**src/rtl/mimo_pkg.sv**
```systemverilog
// Shared definitions for the MIMO detector datapath: FSM states, default radicand
// width and helpers deriving the root width and cycle count.
package mimo_pkg;

    typedef enum logic [1:0] {IDLE, CALC, DONE} sqrt_state_e;

    localparam int DEF_IN_W = 56;

    function automatic int calc_q_w(input int in_w);
        return in_w / 2;
    endfunction

    function automatic int calc_n_cyc(input int in_w, input int iter_per_cyc);
        return (in_w / 2) / iter_per_cyc;
    endfunction

endpackage

```
**src/rtl/sqrt_seq_if.sv**
```systemverilog
// Operand/result handshake bundle for sqrt_seq; the producer/consumer side uses
// master, the root unit uses slave.
interface sqrt_seq_if
    import mimo_pkg::*;
#(
    parameter int IN_W = DEF_IN_W
);
    localparam int Q_W = calc_q_w(IN_W);

    logic            in_valid;
    logic            in_ready;
    logic [IN_W-1:0] num;
    logic            out_valid;
    logic            out_ready;
    logic [Q_W-1:0]  sqrt;
    logic [Q_W:0]    rem;

    modport master (output in_valid, num, out_ready,
                    input  in_ready, out_valid, sqrt, rem);
    modport slave  (input  in_valid, num, out_ready,
                    output in_ready, out_valid, sqrt, rem);
endinterface

```
**src/rtl/sqrt_nr_step.sv**
```systemverilog
// One combinational non-restoring square-root iteration: consumes the next two
// radicand bits and produces the next partial remainder and root.
module sqrt_nr_step #(
    parameter int Q_W = 28
) (
    input  logic [Q_W+1:0] i_r,
    input  logic [Q_W-1:0] i_q,
    input  logic [1:0]     i_d,
    output logic [Q_W+1:0] o_r,
    output logic [Q_W-1:0] o_q
);
    logic [Q_W+1:0] w_left;
    logic [Q_W+1:0] w_right;
    logic           w_neg;
    logic           w_unused;

    assign w_neg   = i_r[Q_W+1];
    assign w_left  = {i_r[Q_W-1:0], i_d};
    assign w_right = {i_q, w_neg, 1'b1};
    assign o_r     = w_neg ? (w_left + w_right) : (w_left - w_right);
    assign o_q     = {i_q[Q_W-2:0], ~o_r[Q_W+1]};
    // bit Q_W is shifted out; only the sign bit above it survives the step
    assign w_unused = i_r[Q_W];
endmodule

```
**src/rtl/sqrt_seq.sv**
```systemverilog
// Multi-cycle integer square root (floor root + remainder), ITER_PER_CYC bits per
// clock. Define SQRT_ROUND_EN to round the root to nearest (saturating).
module sqrt_seq
    import mimo_pkg::*;
#(
    parameter int IN_W         = DEF_IN_W,
    parameter int ITER_PER_CYC = 1
) (
    input  logic       i_clk,
    input  logic       i_rst,
    sqrt_seq_if.slave  bus
);
    localparam int Q_W   = calc_q_w(IN_W);
    localparam int N_CYC = calc_n_cyc(IN_W, ITER_PER_CYC);
    localparam int CNT_W = (N_CYC > 1) ? $clog2(N_CYC) : 1;

    sqrt_state_e      r_state, w_nxt;
    logic [IN_W-1:0]  r_d;
    logic [Q_W-1:0]   r_q;
    logic [Q_W+1:0]   r_r;
    logic [CNT_W-1:0] r_cnt;
    logic [Q_W-1:0]   r_sqrt;
    logic [Q_W:0]     r_rem;

    logic [ITER_PER_CYC:0][Q_W+1:0] w_r;
    logic [ITER_PER_CYC:0][Q_W-1:0] w_q;
    logic [Q_W+1:0] w_r_fin;
    logic [Q_W-1:0] w_q_fin;
    logic [Q_W:0]   w_rem;
    logic [Q_W-1:0] w_sqrt;
    logic           w_last;
    logic           w_in_ready;
    logic           w_out_valid;

    assign w_r[0] = r_r;
    assign w_q[0] = r_q;

    for (genvar g = 0; g < ITER_PER_CYC; g++) begin : g_step
        sqrt_nr_step #(.Q_W(Q_W)) u_step (
            .i_r (w_r[g]),
            .i_q (w_q[g]),
            .i_d (r_d[IN_W-1-2*g -: 2]),
            .o_r (w_r[g+1]),
            .o_q (w_q[g+1])
        );
    end

    assign w_r_fin = w_r[ITER_PER_CYC];
    assign w_q_fin = w_q[ITER_PER_CYC];
    assign w_last  = (r_cnt == CNT_W'(N_CYC - 1));

    // Corrected remainder is in [0, 2q], so Q_W+1 bits of the sum are exact.
    assign w_rem = w_r_fin[Q_W+1] ? (w_r_fin[Q_W:0] + {w_q_fin, 1'b1}) : w_r_fin[Q_W:0];

`ifdef SQRT_ROUND_EN
    assign w_sqrt = (w_rem > {1'b0, w_q_fin})
                  ? ((&w_q_fin) ? w_q_fin : w_q_fin + Q_W'(1))
                  : w_q_fin;
`else
    assign w_sqrt = w_q_fin;
`endif

    always_ff @(posedge i_clk) begin
        if (i_rst) r_state <= IDLE;
        else       r_state <= w_nxt;
    end

    always_comb begin
        w_nxt       = r_state;
        w_in_ready  = 1'b0;
        w_out_valid = 1'b0;
        case (r_state)
            IDLE: begin
                w_in_ready = 1'b1;
                if (bus.in_valid) w_nxt = CALC;
            end
            CALC: if (w_last) w_nxt = DONE;
            DONE: begin
                w_out_valid = 1'b1;
                if (bus.out_ready) w_nxt = IDLE;
            end
            default: w_nxt = IDLE;
        endcase
    end

    always_ff @(posedge i_clk) begin
        if (i_rst) begin
            r_d    <= '0;
            r_q    <= '0;
            r_r    <= '0;
            r_cnt  <= '0;
            r_sqrt <= '0;
            r_rem  <= '0;
        end else begin
            case (r_state)
                IDLE: if (bus.in_valid) begin
                    r_d   <= bus.num;
                    r_q   <= '0;
                    r_r   <= '0;
                    r_cnt <= '0;
                end
                CALC: begin
                    r_d   <= r_d << (2 * ITER_PER_CYC);
                    r_q   <= w_q_fin;
                    r_r   <= w_r_fin;
                    r_cnt <= r_cnt + CNT_W'(1);
                    if (w_last) begin
                        r_sqrt <= w_sqrt;
                        r_rem  <= w_rem;
                    end
                end
                default: ;
            endcase
        end
    end

    assign bus.in_ready  = w_in_ready;
    assign bus.out_valid = w_out_valid;
    assign bus.sqrt      = r_sqrt;
    assign bus.rem       = r_rem;
endmodule

```
**src/flat_wrapper.sv**
```systemverilog
// flat-port wrapper written by rule: the top's interface ports become plain ports
module sqrt_seq_flat import mimo_pkg::*;
#(
    parameter int IN_W         = DEF_IN_W,
    parameter int ITER_PER_CYC = 1
)
  (i_clk, i_rst, bus_in_valid, bus_num, bus_out_ready, bus_in_ready, bus_out_valid, bus_sqrt, bus_rem);
  sqrt_seq_if #(.IN_W(IN_W)) bus_i ();
  input  logic i_clk;
  input  logic i_rst;
  input wire logic [$bits(bus_i.in_valid)-1:0] bus_in_valid;
  input wire logic [$bits(bus_i.num)-1:0] bus_num;
  input wire logic [$bits(bus_i.out_ready)-1:0] bus_out_ready;
  output wire logic [$bits(bus_i.in_ready)-1:0] bus_in_ready;
  output wire logic [$bits(bus_i.out_valid)-1:0] bus_out_valid;
  output wire logic [$bits(bus_i.sqrt)-1:0] bus_sqrt;
  output wire logic [$bits(bus_i.rem)-1:0] bus_rem;
  assign bus_i.in_valid = bus_in_valid;
  assign bus_i.num = bus_num;
  assign bus_i.out_ready = bus_out_ready;
  assign bus_in_ready = bus_i.in_ready;
  assign bus_out_valid = bus_i.out_valid;
  assign bus_sqrt = bus_i.sqrt;
  assign bus_rem = bus_i.rem;
  sqrt_seq #(.IN_W(IN_W), .ITER_PER_CYC(ITER_PER_CYC)) u_core (.i_clk(i_clk), .i_rst(i_rst), .bus(bus_i));
endmodule
```
**config.mk**
```make
export PLATFORM = sky130hd
export DESIGN_NAME = sqrt_seq_flat
export DESIGN_NICKNAME = d
export VERILOG_FILES = /design/src/rtl/mimo_pkg.sv /design/src/rtl/sqrt_seq_if.sv /design/src/rtl/sqrt_nr_step.sv /design/src/rtl/sqrt_seq.sv /design/src/flat_wrapper.sv
export SDC_FILE = /design/constraint.sdc
export NUM_CORES = 1
export LEC_CHECK = 0
export ABC_AREA = 1
export CELL_PAD_IN_SITES_DETAIL_PLACEMENT = 0
export CELL_PAD_IN_SITES_GLOBAL_PLACEMENT = 1
export CORE_MARGIN = 1
export CORE_UTILIZATION = 44
export DETAILED_ROUTE_END_ITERATION = 12
export GPL_ROUTABILITY_DRIVEN = 0
export PLACE_DENSITY = 0.91
export SYNTH_ARGS = -nofsm -noshare
export SYNTH_HDL_FRONTEND = slang
export SYNTH_SLANG_ARGS = --single-unit
```
**constraint.sdc**
```tcl
create_clock -name i_clk -period 13.3 [get_ports i_clk]
set_input_delay 1.33 -clock i_clk [delete_from_list [all_inputs] [get_ports i_clk]]
set_output_delay 1.33 -clock i_clk [all_outputs]
set_load 0.1 [all_outputs]
```
==> metrics.txt, run 1 <==
Syn Inst Count=between 1500 and 2000; ys async rst share=0; number of max-cap violations=0; Sink Count=177; Post-CTS Setup Repair Bufs=0; Clock Latency Late Sink=0.44 ns; synthesis-stage register bit count=177; Post-Synth XOR/XNOR Area=0.0591; RSZ-0062 raised after global routing=false; Netlist Area Pre-Place=between 10000 and 15000 sq um; vias in the first global route=between 9000 and 10000; ANT cells=0; GRT Total Usage=0.241; dpl hpwl=a little over 20000 um; reg-to-reg setup timing slack=between 8 and 9 ns; startpoint type of the worst setup path=register; routed vias/inst=5.22; share of layout cells above drive strength 1=0.0590; Slew headroom=0.301; CTS tree=yes; Synth Flop Type=dfxtp_1; post-placement cell count=1875; main combinational cell family by area after synthesis=simple AND/OR/NAND/NOR gates; final hold vios=0; number of antenna violations at the first check in global routing=0; DR vias=9946; WS Path Type=reg2reg; Worst Slack Setup Final=8.43 ns; Critical R2R Capture=u_core.bus.rem[15]$_SDFFE_PP0P_; Worst EP required=13.63 ns; Post-Synth Simple-Gate Area=0.260; maximum clock rate=a little over 0.2 GHz; dpl ws=8.48 ns; mux contribution to synthesized area=0; Worst Setup End Kind=register; Tcrit/Tclk final=0.366; Die X=156 um; Initial DRC Count=between 500 and 600; Routed WL per cell=roughly 15 um; Core ar.=approximately 23000 sq um; max incr delay on CP=0.44 ns; Compound-Gate Fraction of Synth Area=0.190; Worst-Margin Slew=approximately 1.0 ns; largest net degree at the start of global routing=73; clk slew on worst S/H paths=approximately 0.07 ns; Slowest cell on crit path=dfxtp_1; setup tns final=0 ns; post-synthesis adder-cell area fraction=0.0688; post-layout net count=1698; root buf cell=clkbuf_16; Fillers=2281; global-route wire length before repair=46900 um; TritonCTS buffer count=17; post-CTS sizing=0; WL final=28200 um; syn nets=1623; I/O Buffers=between 100 and 150; initial core utilization=0.454; CTS hold repair buffers=0; fin. max-slew vios=0; Reg2Reg Depth=29; largest fanout on the critical path=30; Max Clock Skew=0.0139 ns; most common cell after layout, fill and taps aside=nand2_1; fin crit period=4.87 ns; drt pass-1 iters=5; number of flops mapped to enable cells by yosys=0; Detail Route Antenna Nets=0; H-tree depth=4; syn_area_per_cell=6.89 sq um; count of cell types in the netlist=46; # rows=55; I/O Pins=119; most frequent cell on the critical path=nand2_1; FF-to-FF Start=u_core.r_r[29]$_SDFFE_PP0P_; Die Height=~160 um; Final Non-Filler Cells=1907; HP Start=u_core.bus.sqrt[11]$_SDFFE_PP0P_; Hold WC Path Type=reg2reg; Critical Path AT=roughly 5.2 ns; worst setup path endpoint=u_core.bus.rem[15]$_SDFFE_PP0P_; most frequent cells in the layout=nand2_1, dfxtp_1, a21oi_1; total global routing overflow=0; Finish-stage setup viols=0; Ys Warns=0; # DRC=0; die area=24200 sq um; CTS Buffer Depth=2; Critical path origin=u_core.r_r[29]$_SDFFE_PP0P_; synth-to-layout area growth=18.3%; status=finished clean; sequential area share after synthesis=0.342
## final cells by class
cell class                      count  area [sq um]  share of cell area
Multi-Input combinational cell   1127          6020               0.491
Sequential cell                   177          3540               0.289
Timing Repair Buffer              128          1250               0.102
Inverter                          130           488              0.0398
Clock buffer                       17           425              0.0347
Tap cell                          313           392              0.0319
Clock inverter                     15           144              0.0117
## how the worst min path moves through the flow
stage          cells past startpoint                                to  slack, ns
3_5_place_dp                       2  u_core.bus.sqrt[15]$_SDFFE_PP0P_       0.45
4_1_cts                            2  u_core.bus.sqrt[15]$_SDFFE_PP0P_       0.46
5_1_grt                            2  u_core.bus.sqrt[11]$_SDFFE_PP0P_       0.48
6_report                           2  u_core.bus.sqrt[11]$_SDFFE_PP0P_       0.46
2_1_floorplan                      2        u_core.r_d[0]$_SDFFE_PP0P_       0.44
3_3_place_gp                       2  u_core.bus.sqrt[14]$_SDFFE_PP0P_       0.45
## critical path, delay by kind of cell, from the launching register on
family / cells / cell delay (ns)
flops: 1 / 0.44
simple gates: 13 / 1.06
xor+xnor: 1 / 0.13
buf+inv: 6 / 1.18
compound gates: 7 / 1.14
fa+ha+maj: 2 / 0.75
## cells in the mapped netlist (4+ instances only)
master / instances / area (sq um)
o21ai_0: 42 / 210
nand3_1: 43 / 215
o21a_1: 4 / 30.0
a21oi_2: 10 / 87.6
xnor2_1: 40 / 350
a22oi_1: 24 / 180
a31oi_1: 38 / 238
nor2_1: 63 / 236
inv_1: 125 / 469
ha_1: 57 / 713
nand2_2: 16 / 100
buf_1: 10 / 37.5
o211ai_1: 15 / 113
xor2_1: 30 / 263
nand4_1: 8 / 50.1
a21o_1: 8 / 60.1
buf_6: 5 / 56.3
buf_2: 7 / 35.0
inv_2: 4 / 15.0
dfxtp_1: 177 / 3540
nor3_1: 14 / 70.1
nand2_1: 499 / 1870
o21bai_1: 5 / 37.5
clkbuf_1: 46 / 173
nand3_2: 5 / 50.1
a21oi_1: 176 / 881
## stage by stage
| stage | hold WS, ns | util | cell area, sq um |
|---|---|---|---|
| 2_1_floorplan | 0.441 | - | 10400 |
| 3_5_place_dp | 0.451 | 0.512 | 11700 |
| 4_1_cts | 0.462 | 0.537 | 12300 |
| 3_3_place_gp | 0.447 | 0.512 | 11700 |
| 6_report | 0.458 | 0.537 | 12300 |
| 5_1_grt | 0.479 | 0.537 | 12300 |
## per-layer routing
metal	GRT usage	vias up	part of all wire
met5	0	-	0
met3	0.0476	34	0.062
li1	-	5094	-
met2	0.386	298	0.45
met4	0.0686	0	0.019
met1	0.327	4520	0.47
## flip-flops by register name, indices dropped and copies added, names as in the netlist
signal and flops:
u_core.r_state 2, u_core.r_cnt 5, u_core.bus.rem 29, u_core.bus.sqrt 28, u_core.r_r 29, u_core.r_d 56, u_core.r_q 28
## kinds of logic (layout without fill, tap and decap cells)
logic type      Yosys count  after routing
simple gates            662            662
compound gates          338            338
buf+inv                 202            290
flops                   177            177
xor+xnor                 70             70
fa+ha+maj                57             57
Power of run 1 is not shown: default switching activity piles up to over one toggle a cycle in this logic, so the estimate is an artifact.
==> inputs of run 2 (changes only) <==
CORE_UTILIZATION = 37   (was 44)
PLACE_DENSITY = 0.82   (was 0.91)
clock period = 4 ns   (was 13.3 ns; I/O delays follow)
==> run 2 against run 1 <==
Core utilization decreased by 2.6 points; non-clock buffer count increased by 104; routed wire length increased by 13%; fmax increased by 22%; critical path depth decreased by 5; die area increased by 19%; first-iteration DRC count increased by 44%; via count increased by 5.2%; sequential share of layout area decreased by 3.4 points; count of clock-buffer cells in the layout increased by 1; clock skew about the same; sequential cell count unchanged.
==> metrics.txt, run 2 (synthesis gave the netlist of run 1 again) <==
Die X=169 um (+8.9%); initial core utilization=0.381 (-0.0734); crit path buf inv count=2 (-4); total global routing overflow=0 (unchanged); root buf cell=clkbuf_16; setup tns final=0 ns (unchanged); Worst Setup End Kind=register; Slew headroom=0.304 (+0.00253); Multi-input gate area=6680 sq um (+11%); drt pass-1 iters=5 (unchanged); max incr delay on CP=0.39 ns (-0.05 ns); Worst EP required=4.30 ns (-9.33 ns); I/O Buffers=118 (unchanged); HP Start=u_core.bus.sqrt[18]$_SDFFE_PP0P_; clk slew on worst S/H paths=0.07 ns (about the same); # DRC=0 (unchanged); dpl hpwl=21800 um (+7.7%); number of antenna violations at the first check in global routing=0 (unchanged); maximum clock rate=0.251 GHz (+22%); fin crit period=3.98 ns (-0.894 ns); CTS tree=yes; FF+latch area=3550 sq um (+0.11%); Critical path origin=u_core.r_r[29]$_SDFFE_PP0P_; cell family with most CP delay=simple AND/OR/NAND/NOR gates; final hold vios=0 (unchanged); CTS Buffer Depth=2 (unchanged); post-layout util=0.510 (-0.0263); startpoint type of the worst setup path=register; post-route cell area=13900 sq um (+13%); Finish-stage setup viols=0 (unchanged); Max Clock Skew=0.0136 ns (-0.000296 ns); Die Height=169 um (+8.9%); Critical Path AT=4.28 ns (-0.92 ns); vias in the first global route=10100 (+8.3%); Hold WS=0.461 ns (+0.00250 ns); global-route wire length before repair=50300 um (+7.5%); routed vias/inst=5.06 (-3.1%); crit path cell chain=buf_12 -> xnor2_4 -> ha_4 -> nand2_1 -> inv_1 -> nand3_1 -> nand3_2 -> a31o_4 -> a21oi_4 -> o21ai_2 -> nand2_1 -> nand2_1 -> xor2_2 -> ha_1 -> nand2_2 -> nor3_4 -> nand2_1 -> nand3_2 -> nand3_1 -> nand2_2 -> a31oi_2 -> xor2_1 -> o21ai_1 -> a21oi_1; Worst-Margin Slew=1.04 ns (-0.00378 ns); Hold WC Path Type=reg2reg; synth-to-layout area growth=34.1%; WS Path Type=reg2reg; most common cell after layout, fill and taps aside=nand2_1; Placement Cell Area=12400 sq um (+6.2%); Initial DRC Count=753 (+44%); Top reg by flops=u_core.r_d; Routed WL per cell=15.4 um (+3.8%); TritonCTS buffer count=17 (unchanged); DR vias=10500 (+5.2%); GRT Total Usage=0.219 (-0.0224); Core ar.=27300 sq um (+19%); largest fanout on the critical path=5 (-83%); FF-to-FF Start=u_core.r_r[29]$_SDFFE_PP0P_; # rows=60 (+9.1%); most frequent cell on the critical path=nand2_1; ANT cells=0 (unchanged); Slowest cell on crit path=dfxtp_4; I/O Pins=119 (unchanged); most frequent cells in the layout=nand2_1, dfxtp_1, a21oi_1; number of max-cap violations=0 (unchanged); status=finished clean; RSZ-0062 raised after global routing=true; Tcrit/Tclk final=0.994 (+0.628); largest net degree at the start of global routing=82 (+12%); fin. max-slew vios=0 (unchanged); share of layout cells above drive strength 1=0.182 (+0.123); max reg flops=56 (unchanged); die area=28700 sq um (+19%); Clock Latency Late Sink=0.44 ns (about the same); post-layout net count=1802 (+6.1%); Sink Count=177 (unchanged); Fillers=2681 (+18%); Detail Route Antenna Nets=0 (unchanged); WL final=31800 um (+13%); H-tree depth=4 (unchanged)
## run 2: changes by cell type in the layout (fill, tap and decap cells not counted), moves of 9 or more
cell / change
a21oi_1: -24
a21oi_2: +19
buf_4: +100
ha_1: -13
ha_4: +10
nand2_1: -14
nand2_2: +14
nor2_1: -10
nor2_2: +9
xnor2_1: -11
## run 2: worst min-delay path, delay by kind of cell, from the launching register on
family	cells	cell delay, ns
AND/OR/NAND/NOR	1	0.06
AO/OA/AOI/OAI	1	0.05
flip-flops	1	0.31
## run 2: worst paths after layout
path / depth (start not counted) / end / slack (ns)
setup reg to reg: 24 / u_core.bus.rem[25]$_SDFFE_PP0P_ / 0.02
setup / recovery: 24 / u_core.bus.rem[25]$_SDFFE_PP0P_ / 0.02
hold reg to reg: 2 / u_core.bus.sqrt[18]$_SDFFE_PP0P_ / 0.46
hold / removal: 2 / u_core.bus.sqrt[18]$_SDFFE_PP0P_ / 0.46
## run 2: timing repair
action	4_1_cts	5_1_grt
pin swaps	2	53
setup buffers	1	17
hold buffers	0	0
setup endpoints to repair	9	17
cloned	0	1
gates resized for setup	10	131
## run 2: per-stage QoR
stage,worst slack [ns],instances
after floorplan,0.00545,1506
after global placement,-0.0293,2019
after detailed placement,-0.184,2019
after CTS,0.000624,2052
after global routing,-0.182,2070
final,0.0235,2070
## run 2: final cells by class
| type | instances | area share |
|---|---|---|
| Clock buffer | 18 | 0.0309 |
| Clock inverter | 14 | 0.0157 |
| Inverter | 130 | 0.0351 |
| Multi-Input combinational cell | 1127 | 0.480 |
| Sequential cell | 177 | 0.255 |
| Tap cell | 372 | 0.0335 |
| Timing Repair Buffer | 232 | 0.150 |
## run 2: layer usage
metal,routed length [um],global-route usage,part of all wire
met3,2090,0.0471,0.066
met1,14600,0.287,0.46
met2,14400,0.355,0.45
met5,0,0,0
met4,692,0.0725,0.022
Power of run 2 is left out for the same reason.
